**src/rtl/processor_run_ctrl.sv**
```systemverilog
// Run controller: debounces the board reset/run buttons, sequences the processor
// reset and enable (halted, free-running or single-step), and counts enabled cycles.
module processor_run_ctrl #(
   parameter int DEB_CYCLES = 1000000,
   parameter int RST_CYCLES = 16,
   parameter int CNT_W      = 32
) (
   input  logic             clk0,
   input  logic             rst0,
   input  logic             btn_rst,
   input  logic             btn_run,
   input  logic             step_mode,
   output logic             cpu_rst,
   output logic             cpu_en,
   output logic             running,
   output logic [CNT_W-1:0] cycle_cnt,
   output logic [1:0]       o_dbg_state
);

   localparam int DEB_W = (DEB_CYCLES > 1) ? $clog2(DEB_CYCLES) : 1;
   localparam int RST_W = (RST_CYCLES > 1) ? $clog2(RST_CYCLES) : 1;
   localparam logic [DEB_W-1:0] DEB_LAST = DEB_W'(DEB_CYCLES - 1);
   localparam logic [RST_W-1:0] RST_LAST = RST_W'(RST_CYCLES - 1);

   typedef enum logic [1:0] {
      S_RESET = 2'd0,
      S_HALT  = 2'd1,
      S_RUN   = 2'd2,
      S_STEP  = 2'd3
   } state_t;

   // Button lanes: index 0 is run, index 1 is reset.
   logic [1:0]       r_sync1;
   logic [1:0]       r_sync2;
   logic [1:0]       r_stable;
   logic [1:0]       r_press;
   logic [DEB_W-1:0] r_deb_cnt [2];

   state_t           r_state;
   state_t           w_next;
   logic [RST_W-1:0] r_rst_cnt;
   logic [RST_W-1:0] w_rst_cnt_next;
   logic             r_cpu_rst;
   logic             r_cpu_en;
   logic             r_running;
   logic [CNT_W-1:0] r_cycle_cnt;
   logic             w_press_run;
   logic             w_press_rst;

   always_ff @(posedge clk0 or negedge rst0) begin
      if (!rst0) begin
         r_sync1  <= '0;
         r_sync2  <= '0;
         r_stable <= '0;
         r_press  <= '0;
         for (int i = 0; i < 2; i++) r_deb_cnt[i] <= '0;
      end else begin
         r_sync1 <= {btn_rst, btn_run};
         r_sync2 <= r_sync1;
         for (int i = 0; i < 2; i++) begin
            r_press[i] <= 1'b0;
            if (r_sync2[i] == r_stable[i]) begin
               r_deb_cnt[i] <= '0;
            end else if (r_deb_cnt[i] == DEB_LAST) begin
               // Accept the new level; only a rising acceptance is a press.
               r_stable[i]  <= r_sync2[i];
               r_deb_cnt[i] <= '0;
               r_press[i]   <= r_sync2[i];
            end else begin
               r_deb_cnt[i] <= r_deb_cnt[i] + DEB_W'(1);
            end
         end
      end
   end

   assign w_press_run = r_press[0];
   assign w_press_rst = r_press[1];

   always_comb begin
      w_next         = r_state;
      w_rst_cnt_next = r_rst_cnt;
      if (w_press_rst) begin
         // Reset outranks a run press landing in the same cycle.
         w_next         = S_RESET;
         w_rst_cnt_next = RST_LAST;
      end else begin
         case (r_state)
            S_RESET: begin
               if (r_rst_cnt == '0) w_next = S_HALT;
               else                 w_rst_cnt_next = r_rst_cnt - RST_W'(1);
            end
            S_HALT:  if (w_press_run) w_next = step_mode ? S_STEP : S_RUN;
            S_RUN:   if (w_press_run) w_next = S_HALT;
            S_STEP:  w_next = S_HALT;
            default: w_next = S_RESET;
         endcase
      end
   end

   // Outputs are registered from the next state so they change with the state.
   always_ff @(posedge clk0 or negedge rst0) begin
      if (!rst0) begin
         r_state     <= S_RESET;
         r_rst_cnt   <= RST_LAST;
         r_cpu_rst   <= 1'b1;
         r_cpu_en    <= 1'b0;
         r_running   <= 1'b0;
         r_cycle_cnt <= '0;
      end else begin
         r_state   <= w_next;
         r_rst_cnt <= w_rst_cnt_next;
         r_cpu_rst <= (w_next == S_RESET);
         r_cpu_en  <= (w_next == S_RUN) || (w_next == S_STEP);
         r_running <= (w_next == S_RUN);
         if (w_next == S_RESET) r_cycle_cnt <= '0;
         else if (r_cpu_en)     r_cycle_cnt <= r_cycle_cnt + CNT_W'(1);
      end
   end

   assign cpu_rst     = r_cpu_rst;
   assign cpu_en      = r_cpu_en;
   assign running     = r_running;
   assign cycle_cnt   = r_cycle_cnt;
   assign o_dbg_state = r_state;

endmodule

```
**config.mk**
```make
export PLATFORM = sky130hd
export DESIGN_NAME = processor_run_ctrl
export DESIGN_NICKNAME = d
export VERILOG_FILES = /design/src/rtl/processor_run_ctrl.sv
export SDC_FILE = /design/constraint.sdc
export NUM_CORES = 1
export LEC_CHECK = 0
export BUFFER_PORTS_ARGS = -buffer_cell sky130_fd_sc_hd__buf_2
export CORE_MARGIN = 4
export CORE_UTILIZATION = 36
export DETAILED_ROUTE_END_ITERATION = 7
export GPL_TIMING_DRIVEN = 0
export PLACE_DENSITY = 0.53
export SLEW_MARGIN = 20
export SYNTH_ARGS = -nofsm -noshare
export SYNTH_HDL_FRONTEND = slang
export SYNTH_SLANG_ARGS = --single-unit
```
**constraint.sdc**
```tcl
create_clock -name clk0 -period 2.55 [get_ports clk0]
set_clock_uncertainty 0.2 [all_clocks]
set_input_delay 0.51 -clock clk0 [delete_from_list [all_inputs] [get_ports clk0]]
set_output_delay 0.51 -clock clk0 [all_outputs]
set_load 0.005 [all_outputs]
```
==> impl_metrics.xml <==
<?xml version="1.0" encoding="UTF-8"?>
<metrics>
  <group name="worst_hold_path">
    <metric name="hp-start" unit="">btn_rst</metric>
    <metric name="whs_path_depth" unit="">1</metric>
    <metric name="min_path_type" unit="">in -&gt; reg</metric>
    <metric name="hold-path-endpoint" unit="">r_sync1[1]$_DFF_PN0_</metric>
  </group>
  <group name="placement">
    <metric name="io_buffer_count" unit="">41</metric>
    <metric name="post_dp_cell_area" unit="µm²">4850</metric>
    <metric name="place.detailed.instances" unit="">639</metric>
    <metric name="dp_slack" unit="ps">-61.1</metric>
    <metric name="gp_congestion" unit="">0.819</metric>
    <metric name="dp_hpwl" unit="µm">7070</metric>
  </group>
  <group name="floorplanning">
    <metric name="placementRows" unit="">40</metric>
    <metric name="fp.dieArea" unit="µm²">14100</metric>
    <metric name="die_h" unit="µm">119</metric>
    <metric name="design.core.area" unit="µm²">12000</metric>
    <metric name="ioPinCount" unit="">42</metric>
    <metric name="initial_utilization" unit="%">36.8</metric>
    <metric name="fp.dieW" unit="µm">119</metric>
  </group>
  <group name="synthesis">
    <metric name="ys_async_sr_fraction" unit="%">100</metric>
    <metric name="synth.lib_cells_used.distinct" unit="">48</metric>
    <metric name="synth_top_area_share" unit="%">47.5</metric>
    <metric name="synth_cells" unit="">450</metric>
    <metric name="ys_seq_area_share" unit="%">50.5</metric>
    <metric name="synth_edf_count" unit="">0</metric>
    <metric name="yosys.area.top_type" unit="">dfrtp_1</metric>
    <metric name="synth.cells.most_frequent" unit="">dfrtp_1, nor2_1, a21oi_1, nand3_1</metric>
    <metric name="synth.cell_area" unit="µm²">4420</metric>
    <metric name="synth_most_common_cell" unit="">dfrtp_1</metric>
    <metric name="syn_nets" unit="">459</metric>
    <metric name="synth_seq_cells" unit="">89</metric>
    <metric name="ys.warnings.count" unit="">0</metric>
    <metric name="post_synth_main_area_contributors" unit="">dfrtp_1, xor2_1, nor2_1</metric>
    <metric name="post_synth.cell_area_avg" unit="µm²">9.83</metric>
    <metric name="dominantRegCellSynth" unit="">dfrtp_1</metric>
  </group>
  <group name="clock_network">
    <metric name="cts_inserted_buffers" unit="">9</metric>
    <metric name="cts_max_path_buffers" unit="">2</metric>
    <metric name="cts_tree" unit="">built</metric>
    <metric name="clk_transition_reported_paths" unit="ps">60</metric>
    <metric name="numClockSinks" unit="">89</metric>
    <metric name="worstSkewPairLatency" unit="ps">340</metric>
    <metric name="clk_root_buffer_cell" unit="">clkbuf_16</metric>
    <metric name="cts_max_level" unit="">3</metric>
  </group>
  <group name="setup_path">
    <metric name="crit_required" unit="ps">2620</metric>
    <metric name="worstPathMaxFanout" unit="">10</metric>
    <metric name="worstSetupPathType" unit="">reg -&gt; reg</metric>
    <metric name="critical_path.slowest_cell" unit="">or3_2</metric>
    <metric name="crit-reg2reg-capture" unit="">cycle_cnt[19]$_DFFE_PN0P_</metric>
    <metric name="cp-start-kind" unit="">flip-flop</metric>
    <metric name="ff2ff_path_depth" unit="">6</metric>
    <metric name="largest_incremental_delay_on_the_critical_path" unit="ps">480</metric>
    <metric name="r2r_slack" unit="ps">100</metric>
    <metric name="worst_r2r_startpoint" unit="">cycle_cnt[5]$_DFFE_PN0P_</metric>
    <metric name="worstSetupEndpointType" unit="">flip-flop</metric>
    <metric name="cp_data_arrival_time" unit="ps">2520</metric>
    <metric name="critical_path.cell_chain" unit="">clkbuf_1 -&gt; and4_1 -&gt; nand3_1 -&gt; clkbuf_2 -&gt; or3_2 -&gt; a21oi_1</metric>
  </group>
  <group name="sta">
    <metric name="timing_max_transition_violations_final" unit="">0</metric>
    <metric name="slew_headroom" unit="%">60.6</metric>
    <metric name="period_minus_slack" unit="ps">2450</metric>
    <metric name="fmax" unit="GHz">0.408</metric>
    <metric name="final.setup.worst_slack" unit="ps">99.4</metric>
    <metric name="finalHoldViolations" unit="">0</metric>
    <metric name="timing_worst_slew_pin_value" unit="ps">586</metric>
    <metric name="rsz_0062_raised_after_global_routing" unit="">yes</metric>
    <metric name="post-route-period-util" unit="%">96.1</metric>
    <metric name="setup_viol_count_final" unit="">0</metric>
  </group>
  <group name="drt">
    <metric name="drtPass1Iterations" unit="">4</metric>
    <metric name="drc" unit="">0</metric>
    <metric name="vias" unit="">3562</metric>
    <metric name="antenna_left" unit="">0</metric>
    <metric name="wirelength" unit="µm">10300</metric>
    <metric name="drt-initial-drc-count" unit="">229</metric>
    <metric name="avgViaCountPerCell" unit="">5.41</metric>
    <metric name="detail_route.wl_per_cell" unit="µm">15.6</metric>
  </group>
  <group name="global_routing">
    <metric name="gr-total-overflow" unit="">0</metric>
    <metric name="wire_length_of_the_first_global_routing_pass" unit="µm">17600</metric>
    <metric name="antenna_found_initial" unit="">0</metric>
    <metric name="grt_pass1_vias" unit="">3493</metric>
    <metric name="grt_start_max_net_pins" unit="">63</metric>
    <metric name="met3_usage" unit="%">3.23</metric>
    <metric name="groute.layer.met1.usage" unit="%">21.4</metric>
    <metric name="grt_use_met2" unit="%">23.1</metric>
    <metric name="globalRouteTotalUtil" unit="%">15.5</metric>
    <metric name="grt_most_used_layer" unit="">met2</metric>
  </group>
  <group name="pwr">
    <metric name="power_density" unit="nW/µm²">550</metric>
    <metric name="vdd_drop_max" unit="µV">299</metric>
    <metric name="leakage" unit="nW">2.24</metric>
    <metric name="design_power_total" unit="mW">2.85</metric>
  </group>
  <group name="cells_and_area">
    <metric name="layout.nets" unit="">515</metric>
    <metric name="final_core_utilization" unit="%">43.2</metric>
    <metric name="final_cell_area" unit="µm²">5190</metric>
    <metric name="finalNonFillerCells" unit="">658</metric>
    <metric name="fraction_of_layout_cells_with_a_size_suffix_above_1" unit="%">16.8</metric>
    <metric name="area.growth.synth_to_final" unit="%">17.3</metric>
    <metric name="num_antenna_cells" unit="">0</metric>
  </group>
  <group name="flow_run">
    <metric name="max_cap_violations" unit="">0</metric>
  </group>
  <group name="run_status">
    <metric name="outcome" unit="">completed</metric>
  </group>
</metrics>
==> critical path, delay by kind of cell, from the launching register on <==
family | cells | cell delay (ps)
buf+inv | 2 | 570
compound gates | 1 | 150
flops | 1 | 360
simple gates | 3 | 1090
==> cells by family (layout without fill, tap and decap cells) <==
| family | after synthesis | after routing | synth area share [%] |
|---|---|---|---|
| flip-flops | 89 | 89 | 50.5 |
| AND/OR/NAND/NOR | 216 | 216 | 27.2 |
| buffers and inverters | 30 | 91 | 2.77 |
| AO/OA/AOI/OAI | 65 | 65 | 9.16 |
| multiplexers | 5 | 5 | 1.19 |
| XOR/XNOR | 41 | 41 | 8.12 |
| adder cells (fa/ha/maj) | 4 | 4 | 1.13 |
==> power by group <==
| group | leakage [nW] | switching [mW] | internal [mW] |
|---|---|---|---|
| clock | 0.150 | 0.538 | 0.810 |
| sequential | 1.21 | 0.0122 | 1.42 |
| combinational | 0.883 | 0.0490 | 0.0193 |
==> state kept, by name, summed over array words and instances (netlist names) <==
signal       count
r_press          2
r_stable         2
r_deb_cnt       40
cpu_rst          1
r_sync2          2
r_sync1          2
r_rst_cnt        4
cpu_en           1
cycle_cnt       32
running          1
o_dbg_state      2
==> worst max path at each step <==
stage | slack, ps | start | endpoint | cells past startpoint
floorplan | 420 | cycle_cnt[14]$_DFFE_PN0P_ | cycle_cnt[31]$_DFFE_PN0P_ | 5
global placement | -120 | rst0 | r_deb_cnt[30]$_DFF_PN0_ | 1
detailed placement | -60 | r_rst_cnt[0]$_DFFE_PN1P_ | cycle_cnt[31]$_DFFE_PN0P_ | 7
CTS | 30 | cycle_cnt[5]$_DFFE_PN0P_ | cycle_cnt[19]$_DFFE_PN0P_ | 6
global route | -50 | cycle_cnt[5]$_DFFE_PN0P_ | cycle_cnt[19]$_DFFE_PN0P_ | 6
finish | 100 | cycle_cnt[5]$_DFFE_PN0P_ | cycle_cnt[19]$_DFFE_PN0P_ | 6
==> cell usage in the layout (no fill, tap or decap), drive strengths merged, types with 12 or more instances in the layout <==
| master | n |
|---|---|
| a21oi | 29 |
| and3 | 12 |
| buf | 49 |
| clkbuf | 28 |
| dfrtp | 84 |
| nand2 | 25 |
| nand3 | 29 |
| nand4 | 25 |
| nor2 | 47 |
| nor4 | 13 |
| o31ai | 18 |
| or4 | 17 |
| xnor2 | 19 |
| xor2 | 22 |
==> repair_timing <==
item / 4_1_cts / 5_1_grt
resized for setup: 1 / 3
setup buffers: 0 / 2
pin swaps: 0 / 1
setup endpoints to repair: 15 / 19
hold endpoints to repair: 23 / 0
hold buffers: 1 / 0
==> area by class of cell <==
type	count	area [µm²]
Inverter	10	37.5
Tap cell	147	184
Clock inverter	3	40.0
Fill cell	1182	6820
Buffer	20	86.3
Clock buffer	13	260
Multi-Input combinational cell	331	2080
Sequential cell	89	2230
Timing Repair Buffer	45	264
==> per-stage QoR <==
stage          hold slack [ps]  TNS (ps)
6_report                  69.2         0
5_1_grt                   53.5     -50.7
4_1_cts                   54.9         0
3_5_place_dp               136      -244
3_3_place_gp               135     -9570
2_1_floorplan             14.4         0
==> metal layers <==
layer / vias up / wire length, µm / share of wire [%]
li1: 1755 / - / -
met1: 1732 / 5020 / 49
met2: 58 / 4640 / 45
met3: 17 / 371 / 3.6
met4: 0 / 265 / 2.6
met5: - / 0 / 0
Note: power is estimated with default switching activity, not from simulation.
